## src/rtl/pipe_sprite_scheduler.sv

```systemverilog
// Shares one pipe sprite RAM among several on-screen pipes: picks the covering pipe per pixel,
// issues the texel read and re-times the returned palette index with its pixel.
module pipe_sprite_scheduler #(
    parameter int N_PIPES = 4,
    parameter int SPR_W   = 35,
    parameter int SPR_H   = 50,
    parameter int ADDR_W  = 19
) (
    input  logic                       CLK,
    input  logic                       Reset,
    input  logic                       frame_start,
    input  logic                       pix_en,
    input  logic [9:0]                 DrawX,
    input  logic [9:0]                 DrawY,
    input  logic                       cfg_we,
    input  logic [$clog2(N_PIPES)-1:0] cfg_idx,
    input  logic [9:0]                 cfg_x,
    input  logic [9:0]                 cfg_y,
    input  logic                       cfg_flip,
    input  logic                       cfg_active,
    output logic [ADDR_W-1:0]          READ_ADDR,
    input  logic [3:0]                 ram_data,
    output logic                       pix_valid,
    output logic                       pixel_hit,
    output logic [3:0]                 pixel_out
);

    localparam int IDX_W = $clog2(N_PIPES);

    logic [9:0] sh_x_q [N_PIPES];
    logic [9:0] sh_x_d [N_PIPES];
    logic [9:0] sh_y_q [N_PIPES];
    logic [9:0] sh_y_d [N_PIPES];
    logic       sh_flip_q [N_PIPES];
    logic       sh_flip_d [N_PIPES];
    logic       sh_act_q [N_PIPES];
    logic       sh_act_d [N_PIPES];
    logic [9:0] act_x_q [N_PIPES];
    logic [9:0] act_x_d [N_PIPES];
    logic [9:0] act_y_q [N_PIPES];
    logic [9:0] act_y_d [N_PIPES];
    logic       act_flip_q [N_PIPES];
    logic       act_flip_d [N_PIPES];
    logic       act_act_q [N_PIPES];
    logic       act_act_d [N_PIPES];

    logic [N_PIPES-1:0] hit_vec;
    logic               hit_any;
    logic [IDX_W-1:0]   win;
    logic [10:0]        lo_x, hi_x, lo_y, hi_y;
    logic [9:0]         col, dy, row;
    logic [ADDR_W-1:0]  addr;

    logic [ADDR_W-1:0]  read_addr_q, read_addr_d;
    logic               s1_valid_q, s1_valid_d;
    logic               s1_hit_q, s1_hit_d;
    logic               pix_valid_q, pix_valid_d;
    logic               pixel_hit_q, pixel_hit_d;
    logic [3:0]         pixel_out_q, pixel_out_d;

    // Shadow writes; the active copy is refreshed only at frame start, seeing same-cycle writes.
    always_comb begin
        for (int i = 0; i < N_PIPES; i++) begin
            sh_x_d[i]     = (cfg_we && (cfg_idx == IDX_W'(i))) ? cfg_x      : sh_x_q[i];
            sh_y_d[i]     = (cfg_we && (cfg_idx == IDX_W'(i))) ? cfg_y      : sh_y_q[i];
            sh_flip_d[i]  = (cfg_we && (cfg_idx == IDX_W'(i))) ? cfg_flip   : sh_flip_q[i];
            sh_act_d[i]   = (cfg_we && (cfg_idx == IDX_W'(i))) ? cfg_active : sh_act_q[i];
            act_x_d[i]    = frame_start ? sh_x_d[i]    : act_x_q[i];
            act_y_d[i]    = frame_start ? sh_y_d[i]    : act_y_q[i];
            act_flip_d[i] = frame_start ? sh_flip_d[i] : act_flip_q[i];
            act_act_d[i]  = frame_start ? sh_act_d[i]  : act_act_q[i];
        end
    end

    // Per-pipe coverage test; bounds in 11 bits so pipes near the right/bottom edge do not wrap.
    always_comb begin
        hit_vec = {N_PIPES{1'b0}};
        lo_x = 11'd0;
        hi_x = 11'd0;
        lo_y = 11'd0;
        hi_y = 11'd0;
        for (int i = 0; i < N_PIPES; i++) begin
            lo_x = {1'b0, act_x_q[i]};
            hi_x = lo_x + 11'(SPR_W);
            lo_y = {1'b0, act_y_q[i]};
            hi_y = lo_y + 11'(SPR_H);
            hit_vec[i] = act_act_q[i]
                       && ({1'b0, DrawX} >= lo_x) && ({1'b0, DrawX} < hi_x)
                       && ({1'b0, DrawY} >= lo_y) && ({1'b0, DrawY} < hi_y);
        end
    end

    // Lowest index wins outright, even if its texel later turns out transparent.
    always_comb begin
        win = {IDX_W{1'b0}};
        for (int i = N_PIPES - 1; i >= 0; i--) begin
            if (hit_vec[i]) begin
                win = IDX_W'(i);
            end else begin
                win = win;
            end
        end
        hit_any = |hit_vec;
        col     = DrawX - act_x_q[win];
        dy      = DrawY - act_y_q[win];
        row     = act_flip_q[win] ? (10'(SPR_H - 1) - dy) : dy;
        addr    = ADDR_W'(row) * ADDR_W'(SPR_W) + ADDR_W'(col);
    end

    // Stage 1 issues the RAM address; stage 2 pairs the returned texel with its pixel.
    always_comb begin
        read_addr_d = pix_en ? (hit_any ? addr : {ADDR_W{1'b0}}) : read_addr_q;
        s1_valid_d  = pix_en;
        s1_hit_d    = pix_en & hit_any;
        pix_valid_d = s1_valid_q;
        pixel_hit_d = s1_valid_q & s1_hit_q & (ram_data != 4'd0);
        pixel_out_d = pixel_hit_d ? ram_data : 4'd0;
    end

    // Configuration registers.
    always_ff @(posedge CLK or posedge Reset) begin
        if (Reset) begin
            for (int i = 0; i < N_PIPES; i++) begin
                sh_x_q[i]     <= 10'd0;
                sh_y_q[i]     <= 10'd0;
                sh_flip_q[i]  <= 1'b0;
                sh_act_q[i]   <= 1'b0;
                act_x_q[i]    <= 10'd0;
                act_y_q[i]    <= 10'd0;
                act_flip_q[i] <= 1'b0;
                act_act_q[i]  <= 1'b0;
            end
        end else begin
            for (int i = 0; i < N_PIPES; i++) begin
                sh_x_q[i]     <= sh_x_d[i];
                sh_y_q[i]     <= sh_y_d[i];
                sh_flip_q[i]  <= sh_flip_d[i];
                sh_act_q[i]   <= sh_act_d[i];
                act_x_q[i]    <= act_x_d[i];
                act_y_q[i]    <= act_y_d[i];
                act_flip_q[i] <= act_flip_d[i];
                act_act_q[i]  <= act_act_d[i];
            end
        end
    end

    // Pixel pipeline registers; reset drops anything in flight.
    always_ff @(posedge CLK or posedge Reset) begin
        if (Reset) begin
            read_addr_q <= {ADDR_W{1'b0}};
            s1_valid_q  <= 1'b0;
            s1_hit_q    <= 1'b0;
            pix_valid_q <= 1'b0;
            pixel_hit_q <= 1'b0;
            pixel_out_q <= 4'd0;
        end else begin
            read_addr_q <= read_addr_d;
            s1_valid_q  <= s1_valid_d;
            s1_hit_q    <= s1_hit_d;
            pix_valid_q <= pix_valid_d;
            pixel_hit_q <= pixel_hit_d;
            pixel_out_q <= pixel_out_d;
        end
    end

    assign READ_ADDR = read_addr_q;
    assign pix_valid = pix_valid_q;
    assign pixel_hit = pixel_hit_q;
    assign pixel_out = pixel_out_q;

endmodule

```

## config.mk

```make
export PLATFORM = sky130hd
export DESIGN_NAME = pipe_sprite_scheduler
export DESIGN_NICKNAME = d
export VERILOG_FILES = /design/src/rtl/pipe_sprite_scheduler.sv
export SDC_FILE = /design/constraint.sdc
export NUM_CORES = 1
export LEC_CHECK = 0
export ABC_CLOCK_PERIOD_IN_PS = 23800
export BUFFER_PORTS_ARGS = -buffer_cell sky130_fd_sc_hd__buf_2
export CAP_MARGIN = 0
export CORE_UTILIZATION = 45
export CTS_CLUSTER_SIZE = 10
export DETAILED_ROUTE_END_ITERATION = 10
export GPL_ROUTABILITY_DRIVEN = 1
export GPL_TIMING_DRIVEN = 0
export SLEW_MARGIN = 15
export SYNTH_ARGS = -nofsm -noshare
export SYNTH_HDL_FRONTEND = slang
export SYNTH_SLANG_ARGS = --single-unit
```

## constraint.sdc

```tcl
create_clock -name CLK -period 23.8 [get_ports CLK]
set_input_delay 3.57 -clock CLK [delete_from_list [all_inputs] [get_ports CLK]]
set_output_delay 3.57 -clock CLK [all_outputs]
set_load 0.05 [all_outputs]
```

=== Yosys cells after proc, flatten, opt, wreduce, memory -nomap -nowiden ===
Index checks and enable logic that the tools add are counted.
W data, S select, Z words.

* Logic and storage cells: 130
* Flip-flop bits (word level): 203
* Input bits: 53

* Bitwise operators: 4
* Multiply operators: 1
* Order comparisons: 17
* Multiplexer cells: 32
* Reduce and logical (&&, ||, !) cells: 23
* Add/subtract/negate cells: 12
* Equal/unequal tests: 3

{| class="wikitable"
|+ Operators with widths
! cell !! count
|-
| $mux W10 || 13
|-
| $add A10 B6 Y11 const B || 8
|-
| $lt A10 B11 Y1 || 8
|-
| $ge A10 B10 Y1 || 8
|-
| $bmux W10 S2 || 2
|-
| $logic_and A1 B1 Y1 || 20
|-
| $sub A10 B10 Y10 || 2
|-
| $add A16 B10 Y17 || 1
|-
| $mux W17 || 1
|-
| $mul A10 B6 Y16 const B || 1
|-
| $mux W1 || 10
|-
| $sub A6 B10 Y10 const A || 1
|-
| $mux W2 || 4
|-
| $eq A2 B2 Y1 const B || 2
|-
| $mux W4 || 1
|-
| $reduce_bool A4 Y1 || 1
|-
| $reduce_or A4 Y1 || 1
|-
| $and A1 B1 Y1 || 3
|-
| $ge A3 B3 Y1 const B || 1
|-
| $not A2 Y3 || 1
|-
| $bmux W1 S2 || 1
|-
| $eq A2 B1 Y1 const B || 1
|-
| $logic_not A2 Y1 || 1
|}

=== Depth between registers and ports, before layout ===
Gate-level depths: netlist of the first run.

* Word-level depth: 19
* Depth in mapped cells: 44
* Mapped depth without buffers: 42

=== Worst setup path before layout of the first run ===
Ideal clock, no wire load.

* Kind: input -> register
* Start: input port DrawY[0]
* End: register read_addr_q[15] (netlist: READ_ADDR[15])
* Path buffers: 1
* Path slack: 12.517 ns
* Required time: 23.678 ns
* Stages: 35
* Arrival: 11.162 ns
* Path through: inv_1 ha_1 nand2b_1 a211oi_1 o21ai_1 a2111oi_2 nor4_4 or2_4 a21oi_4 buf_2 mux2i_1 a21oi_1 ha_1 fa_1 nor2b_1 o21ai_1 nand2b_1 a311oi_1 xnor2_1 o31ai_1 xnor2_1 ha_1 ha_1 fa_1 inv_1 fa_1 inv_1 ha_1 a21o_1 a31oi_1 o21ai_0 o21ai_0 nand2b_1 a21o_1 a32o_1

* Cells in the longest elaborated chain, start to end: 17
* Elaborated cells on any way between the ends: 38
* Classes of those cells: add/sub: 4; mul: 1; order compare: 8; mux: 15; bitwise: 1; reduce/logical: 9

{| class="wikitable"
|+ Ends and longest elaborated chain
! element !! RTL line !! RTL
|-
| start, declared || 14 || <nowiki>input logic [9:0] DrawY,</nowiki>
|-
| $ge A10 B10 Y1 || 89 || <nowiki>&& ({1'b0, DrawY} >= lo_y) && ({1'b0, DrawY} < hi_y);</nowiki>
|-
| $logic_and A1 B1 Y1 (2 in a row) || 89 ||
|-
| $mux W2 (4 in a row) || 97 || <nowiki>if (hit_vec[i]) begin</nowiki>
|-
| $not A2 Y3 (implied by the code) || 104, 105, 106 ||
|-
| $bmux W10 S2 || 105 || <nowiki>dy = DrawY - act_y_q[win];</nowiki>
|-
| $mux W10 (implied by the code) (2 in a row) || 105 ||
|-
| $sub A10 B10 Y10 || 105 ||
|-
| $sub A6 B10 Y10 || 106 || <nowiki>row = act_flip_q[win] ? (10'(SPR_H - 1) - dy) : dy;</nowiki>
|-
| $mux W10 || 106 ||
|-
| $mul A10 B6 Y16 || 107 || <nowiki>addr = ADDR_W'(row) * ADDR_W'(SPR_W) + ADDR_W'(col);</nowiki>
|-
| $add A16 B10 Y17 || 107 ||
|-
| $mux W17 * || 112 || <nowiki>read_addr_d = pix_en ? (hit_any ? addr : {ADDR_W{1'b0}}) : read_addr_q;</nowiki>
|-
| end signal, assigned || 150 || <nowiki>read_addr_q <= {ADDR_W{1'b0}};</nowiki>
|-
| end signal, assigned || 157 || <nowiki>read_addr_q <= read_addr_d;</nowiki>
|-
| end, declared || 54 || <nowiki>logic [ADDR_W-1:0] read_addr_q, read_addr_d;</nowiki>
|}

Every way passes the cells marked *; elsewhere a longest branch is shown, timed or not. The select of a mux whose other input is x is not followed.
A chain may end at the register's enable or synchronous reset.

=== Final worst setup path of the first run ===
* Start: input port DrawX[0]
* End: register read_addr_q[15] (netlist: READ_ADDR[15])

* Cells in the longest elaborated chain, start to end: 19
* Elaborated cells on any way between the ends: 46
* Classes of those cells: add/sub: 4; mul: 1; order compare: 8; mux: 15; bitwise: 1; reduce/logical: 17

{| class="wikitable"
|+ Ends and longest elaborated chain
! element !! RTL line !! RTL
|-
| start, declared || 13 || <nowiki>input logic [9:0] DrawX,</nowiki>
|-
| $ge A10 B10 Y1 || 88 || <nowiki>&& ({1'b0, DrawX} >= lo_x) && ({1'b0, DrawX} < hi_x)</nowiki>
|-
| $logic_and A1 B1 Y1 (2 in a row) || 88 ||
|-
| $logic_and A1 B1 Y1 (2 in a row) || 89 ||
|-
| $mux W2 (4 in a row) || 97 ||
|-
| $not A2 Y3 (implied by the code) || 104, 105, 106 ||
|-
| $bmux W10 S2 || 105 ||
|-
| $mux W10 (implied by the code) (2 in a row) || 105 ||
|-
| $sub A10 B10 Y10 || 105 ||
|-
| $sub A6 B10 Y10 || 106 ||
|-
| $mux W10 || 106 ||
|-
| $mul A10 B6 Y16 || 107 ||
|-
| $add A16 B10 Y17 || 107 ||
|-
| $mux W17 * || 112 ||
|}

Marked as above.

==> results of run 1 <==
[per-stage QoR]
| step | cell area [sq um] | util | hold slack [ns] | std cells | worst slack, ns |
|---|---|---|---|---|---|
| after floorplan | 14700 | - | 0.405 | 1482 | 12.52 |
| after global placement | 15600 | 0.491 | 0.430 | 1990 | 11.10 |
| after detailed placement | 15600 | 0.492 | 0.441 | 1991 | 10.95 |
| after CTS | 16200 | 0.509 | 0.459 | 2023 | 11.39 |
| after global routing | 16200 | 0.509 | 0.477 | 2023 | 10.73 |
| final | 16200 | 0.509 | 0.452 | 2023 | 11.41 |
[critical path, delay by kind of cell]
| family | cells | cell delay (ns) |
|---|---|---|
| xor+xnor | 2 | 1.00 |
| buf+inv | 6 | 1.33 |
| fa+ha+maj | 7 | 2.78 |
| simple gates | 7 | 1.19 |
| mux | 1 | 0.30 |
| compound gates | 13 | 2.58 |
[flip-flops by register name, indices dropped and copies added (netlist names), 16 cells and up]
register,cells
act_x_q,40
act_y_q,40
sh_x_q,40
sh_y_q,40
READ_ADDR,16
[routing by layer]
layer	global-route usage	up-vias
li1	-	5456
met3	0.0353	35
met4	0.0652	0
met2	0.382	221
met5	0	-
met1	0.334	5560
[cells in the final DEF, fill, tap and decap left out, types with 5 or more instances in the layout]
cell       netlist  final
ha_1           221    221
or3_1            5      5
nand4_1          9      9
fa_1            15     15
a21o_1          21     21
a211oi_1        11     11
o21ai_1         12     12
buf_2            2     75
nor3_1          17     17
xor2_1          20     20
o31ai_1          8      8
o221ai_1         7      7
inv_1          132    131
dfrtp_1        200    200
buf_1           14     14
o21a_1          20     20
mux2i_1          6      6
o211ai_1        21     21
o2111ai_1        5      5
nand2_1        144    144
o21bai_1         8      8
nor2b_1          7      7
mux2_2         100    100
o21ai_0        133    133
nor4_1           9      9
o2bb2ai_1       11     11
xnor2_1         80     80
a31oi_1          9      9
and3_1          13     13
a21oi_1         47     47
a211o_1          9      9
clkbuf_16        0     17
nand3_1         16     16
nand3b_1         7      7
nand2b_1         9      9
nor2_1          38     38
clkbuf_1        23     23
[final timing paths]
check,depth (start not counted),slack [ns],end
max in group asynchronous,3,19.62,sh_x_q[15]$_DFF_PP0_
setup / recovery,36,11.41,READ_ADDR[15]$_DFFE_PP0P_
min in group asynchronous,2,3.20,pixel_out[3]$_DFF_PP0_
hold / removal,0,0.45,pix_valid$_DFF_PP0_
setup reg to reg,37,13.63,READ_ADDR[15]$_DFFE_PP0P_
hold reg to reg,0,0.45,pix_valid$_DFF_PP0_
[kinds of logic after synthesis]
family                   count (synthesis)
XOR/XNOR                               101
multiplexers                           107
other                                    1
buffers and inverters                  178
flip-flops                             200
AO/OA/AOI/OAI                          358
AND/OR/NAND/NOR                        299
adder cells (fa/ha/maj)                236
[cell type report]
class	count	area, sq um
buffer	43	179
clock buffer	18	439
clock inverter	14	115
fill	2946	15600
inverter	135	514
multi-input combinational	1104	9010
sequential	200	5000
tap	435	544
timing repair buffer	74	393
[Yosys cell counts, types with 13 or more instances]
| cell | count |
|---|---|
| ha_1 | 221 |
| and3_1 | 13 |
| o21ai_0 | 133 |
| clkbuf_1 | 23 |
| fa_1 | 15 |
| xnor2_1 | 80 |
| a21oi_1 | 47 |
| nand3_1 | 16 |
| buf_1 | 14 |
| mux2_2 | 100 |
| nand2_1 | 144 |
| o211ai_1 | 21 |
| nor3_1 | 17 |
| o21a_1 | 20 |
| a21o_1 | 21 |
| dfrtp_1 | 200 |
| inv_1 | 132 |
| xor2_1 | 20 |
| nor2_1 | 38 |
==> impl_metrics.tcl, run 1 <==
set metrics [dict create \
    status "complete, no violations" \
    grt_pass1_wl_mm 60.6 \
    post-route-period-util 0.520 \
    area_growth_syn_to_layout_pct 10.3 \
    ctsHoldBuffers 0 \
    vias 11300 \
    arrival_ns 12.74 \
    antenna_left 0 \
    yosys_warnings 0 \
    dp_hpwl_mm 30.7 \
    gp_congestion 0.875 \
    synth_xor_area_frac 0.0607 \
    setup_viol_count_final 0 \
    fmax_ghz 0.0807 \
    cp-start-kind "input pin" \
    cts_num_sinks 200 \
    drt_pass1_iterations 5 \
    cts_tree "yes" \
    dieHeight_microns 183 \
    startpoint "DrawX[0]" \
    first_iter_violations 648 \
    wl_met2_mm 17.1 \
    drv_slew 0 \
    initial_utilization 0.462 \
    max-clock-path-buffers 2 \
    r2r-start "act_x_q[30]$_DFFE_PP0P_" \
    critical_path_peak_fanout 10 \
    synth_compound_area_frac 0.160 \
    antenna_cells 0 \
    crit_required_ns 24.15 \
    cts_resized 0 \
    port_buffers 73 \
    synth_mux_area_frac 0.0815 \
    relSlewSlack 0.344 \
    cap_violations 0 \
    ys_async_sr_fraction 1.00 \
    viasPerCell 5.57 \
    antenna_found_initial 0 \
    synth.avg_cell_area_sq_um 9.93 \
    synth_edf_count 0 \
    ios 78 \
    hp-start "pix_valid_d$_DFF_PP0_" \
    synth-main-ff-cell "dfrtp_1" \
    yosys.area_share.simple 0.101 \
    grt.total_usage 0.238 \
    clk_latency_ns 0.46 \
    drcViolationCount 0 \
    crit_path_max_incr_delay_ns 0.73 \
    cts-root-buf "clkbuf_16" \
    post_cts_buffers 0 \
    path_clk_slew_ns 0.07 \
    h-tree-depth 4 \
    worstSetupPathType "in -> reg" \
    hold_class "reg -> reg" \
    wirelength_mm 38.1 \
    synthAdderAreaFrac 0.209 \
    rsz0062_at_grt "no" \
    die_area_sq_mm 0.0334 \
    grt_max_degree 109 \
    cts_buffers 17 \
    route.met3.wl_mm 1.70 \
    synth_top_family_by_area "adder cells" \
    yosysUniqueCellTypes 85 \
    syn_area_sq_mm 0.0147 \
    crit_path_end_kind "register" \
    layout-drive-gt1-share 0.156 \
    ys_seq_area_frac 0.341 \
    synth_seq_cells 200 \
    tightest_slew_ns 0.984 \
    routedWlPerCell_microns 18.8 \
    wl_met1_mm 18.7 \
    nets 1864 \
    core-area_sq_mm 0.0318 \
    overflow 0 \
    fin_tns_setup_ns 0 \
    hold_viol 0 \
    postSynthCellCount 1480 \
    routed.top_layer "met4" \
    fp-row-count 65 \
    crit_path_top_delay_cell "xnor2_1" \
    grt_pass1_vias 11300 \
    synthTopCellsByArea "dfrtp_1 (34%), ha_1 (19%), mux2_2 (7.7%)" \
    die_w_microns 183 \
    yosysTopAreaCellShare 0.341 \
    fin_crit_ns 12.39 \
    finalClockSkew_ns 0.0122 \
    synth_area_leader_cell "dfrtp_1" \
]
Power of run 1 is left out: the tool's default activity adds up to more than one toggle a clock period on the data nets, which glitch-free logic cannot reach.
==> inputs of run 2 (changes only) <==
--- a/config.mk
+++ b/config.mk
@@ -5,7 +5,7 @@
 export SDC_FILE = /design/constraint.sdc
 export NUM_CORES = 1
 export LEC_CHECK = 0
-export ABC_CLOCK_PERIOD_IN_PS = 23800
+export ABC_CLOCK_PERIOD_IN_PS = 10200
 export BUFFER_PORTS_ARGS = -buffer_cell sky130_fd_sc_hd__buf_2
 export CAP_MARGIN = 0
 export CORE_UTILIZATION = 45
==> constraint.sdc (replaced) <==
create_clock -name CLK -period 10.2 [get_ports CLK]
set_input_delay 1.53 -clock CLK [delete_from_list [all_inputs] [get_ports CLK]]
set_output_delay 1.53 -clock CLK [all_outputs]
set_load 0.05 [all_outputs]
==> run 2 against run 1 <==
  * Setup slack worse by 11 ns
  * Cell area up 1.0%
  * Die area stayed put
  * Sequential share of layout area fell by 0.31 points
  * Final cell count is 0.15% higher
  * Global-route usage hardly changed
  * Critical path type unchanged
  * Largest cell class unchanged
  * Clock-buffer cell count unchanged
==> impl_metrics.tcl, run 2 (synthesis results as in run 1) <==
set metrics [dict create \
    status "complete, no violations" \
    drv_slew 0 \
    fin_crit_ns 9.72 \
    hp-start "pix_valid_d$_DFF_PP0_" \
    die_area_sq_mm 0.0334 \
    cap_violations 0 \
    crit_path_end_kind "register" \
    vias 11300 \
    cts-root-buf "clkbuf_16" \
    viasPerCell 5.57 \
    crit_path_top_delay_cell "fa_1" \
    hold_viol 0 \
    dieHeight_microns 183 \
    wirelength_mm 38.4 \
    cts_tree "yes" \
    r2r-start "act_x_q[30]$_DFFE_PP0P_" \
    met3_usage 0.0353 \
    cts_num_sinks 200 \
    crit_path_max_incr_delay_ns 0.54 \
    die_w_microns 183 \
    fp-row-count 65 \
    nets 1867 \
    area_growth_syn_to_layout_pct 11.4 \
    final_util 0.515 \
    grt_pass1_wl_mm 60.6 \
    cts_buffers 17 \
    arrival_ns 10.07 \
    antenna_cells 0 \
    fin_tns_setup_ns 0 \
    drt_pass1_iterations 5 \
    max-clock-path-buffers 2 \
    cp-start-kind "input pin" \
    relSlewSlack 0.348 \
    met1_usage 0.334 \
    fmax_ghz 0.103 \
    ios 78 \
    routedWlPerCell_microns 18.9 \
    path_clk_slew_ns 0.07 \
    layout_commonest_cell "ha_1" \
    worstSetupPathType "in -> reg" \
    tightest_slew_ns 0.978 \
    antenna_found_initial 0 \
    core-area_sq_mm 0.0318 \
    grt_max_degree 109 \
    timing.rr.end "READ_ADDR[15]$_DFFE_PP0P_" \
    grtUsageMet2 0.382 \
    dp_hpwl_mm 30.7 \
    worstHoldPathCells 0 \
    num-fill-cells 2928 \
    initial_utilization 0.462 \
    setup_viol_count_final 0 \
    antenna_left 0 \
    overflow 0 \
    h-tree-depth 4 \
    hold_class "reg -> reg" \
    finalClockSkew_ns 0.0115 \
    grt_pass1_vias 11300 \
    reg2reg_depth 39 \
    critical_path_peak_fanout 10 \
    gp_congestion 0.875 \
    post-route-period-util 0.953 \
    holdPathEnd "pix_valid$_DFF_PP0_" \
    port_buffers 73 \
    reg2reg_setup_slack_ns 0.69 \
    first_iter_violations 626 \
    layout-drive-gt1-share 0.169 \
    clk_latency_ns 0.46 \
    critPathMostFrequentCell "ha_1" \
    crit_required_ns 10.55 \
    layout_common_cells "ha_1 (220), dfrtp_1 (200), nand2_1 (144)" \
    grt_busiest_layer "met2" \
    grt.total_usage 0.238 \
    drcViolationCount 0 \
]
-- run 2: changes by cell type in the layout (fill, tap and decap cells not counted), moves of 2 or more --
cell	delta
buf_4	+4
clkbuf_1	-3
clkbuf_2	+2
clkinvlp_4	+2
inv_1	-2
xnor2_1	-2
xor2_1	-5
xor2_2	+5
-- run 2: layer usage --
| layer | up-vias | part of all wire |
|---|---|---|
| met3 | 37 | 0.046 |
| li1 | 5452 | - |
| met4 | 0 | 0.016 |
| met5 | - | 0 |
| met2 | 215 | 0.45 |
| met1 | 5576 | 0.49 |
-- run 2: cell type report --
cell class,count,area (sq um),share of cell area
multi-input cells,1104,9130,0.558
inverters,135,522,0.0319
clock buffers,18,439,0.0268
flip-flops and latches,200,5000,0.306
clock inverters,14,115,0.00704
repair buffers,77,415,0.0254
well taps,435,544,0.0333
plain buffers,43,189,0.0115
-- run 2: worst max-delay path by stage --
stage,endpoint,cells after the start,slack (ns),from
final,READ_ADDR[15]$_DFFE_PP0P_,36,0.48,DrawY[5]
after global routing,READ_ADDR[15]$_DFFE_PP0P_,38,-0.009,DrawY[0]
after CTS,READ_ADDR[15]$_DFFE_PP0P_,37,0.12,DrawX[0]
after detailed placement,READ_ADDR[15]$_DFFE_PP0P_,36,-0.61,DrawX[0]
after global placement,READ_ADDR[15]$_DFFE_PP0P_,35,-0.46,DrawX[0]
after floorplan,READ_ADDR[15]$_DFFE_PP0P_,35,0.96,DrawY[0]
-- run 2: critical path, delay by kind of cell --
family | cells | cell delay (ns)
mux | 1 | 0.25
simple gates | 6 | 0.95
xor+xnor | 2 | 0.43
fa+ha+maj | 8 | 2.93
buf+inv | 5 | 0.72
compound gates | 14 | 3.26
-- run 2: stage by stage --
step	cell area, sq um	hold WS [ns]	std cells	setup WS [ns]
finish	16400	0.451	2026	0.483
global route	16400	0.477	2026	-0.00860
CTS	16200	0.459	2023	0.118
detailed placement	15600	0.441	1991	-0.613
global placement	15600	0.430	1990	-0.457
floorplan	14700	0.405	1482	0.957
-- run 2: what timing repair did --
item / in CTS / in global routing
pin swaps: 0 / 3
setup endpoints to repair: 1 / 5
resized for setup: 2 / 28
buffers inserted: 0 / 3
hold buffers: 0 / 0
Power of run 2 is left out for the same reason.
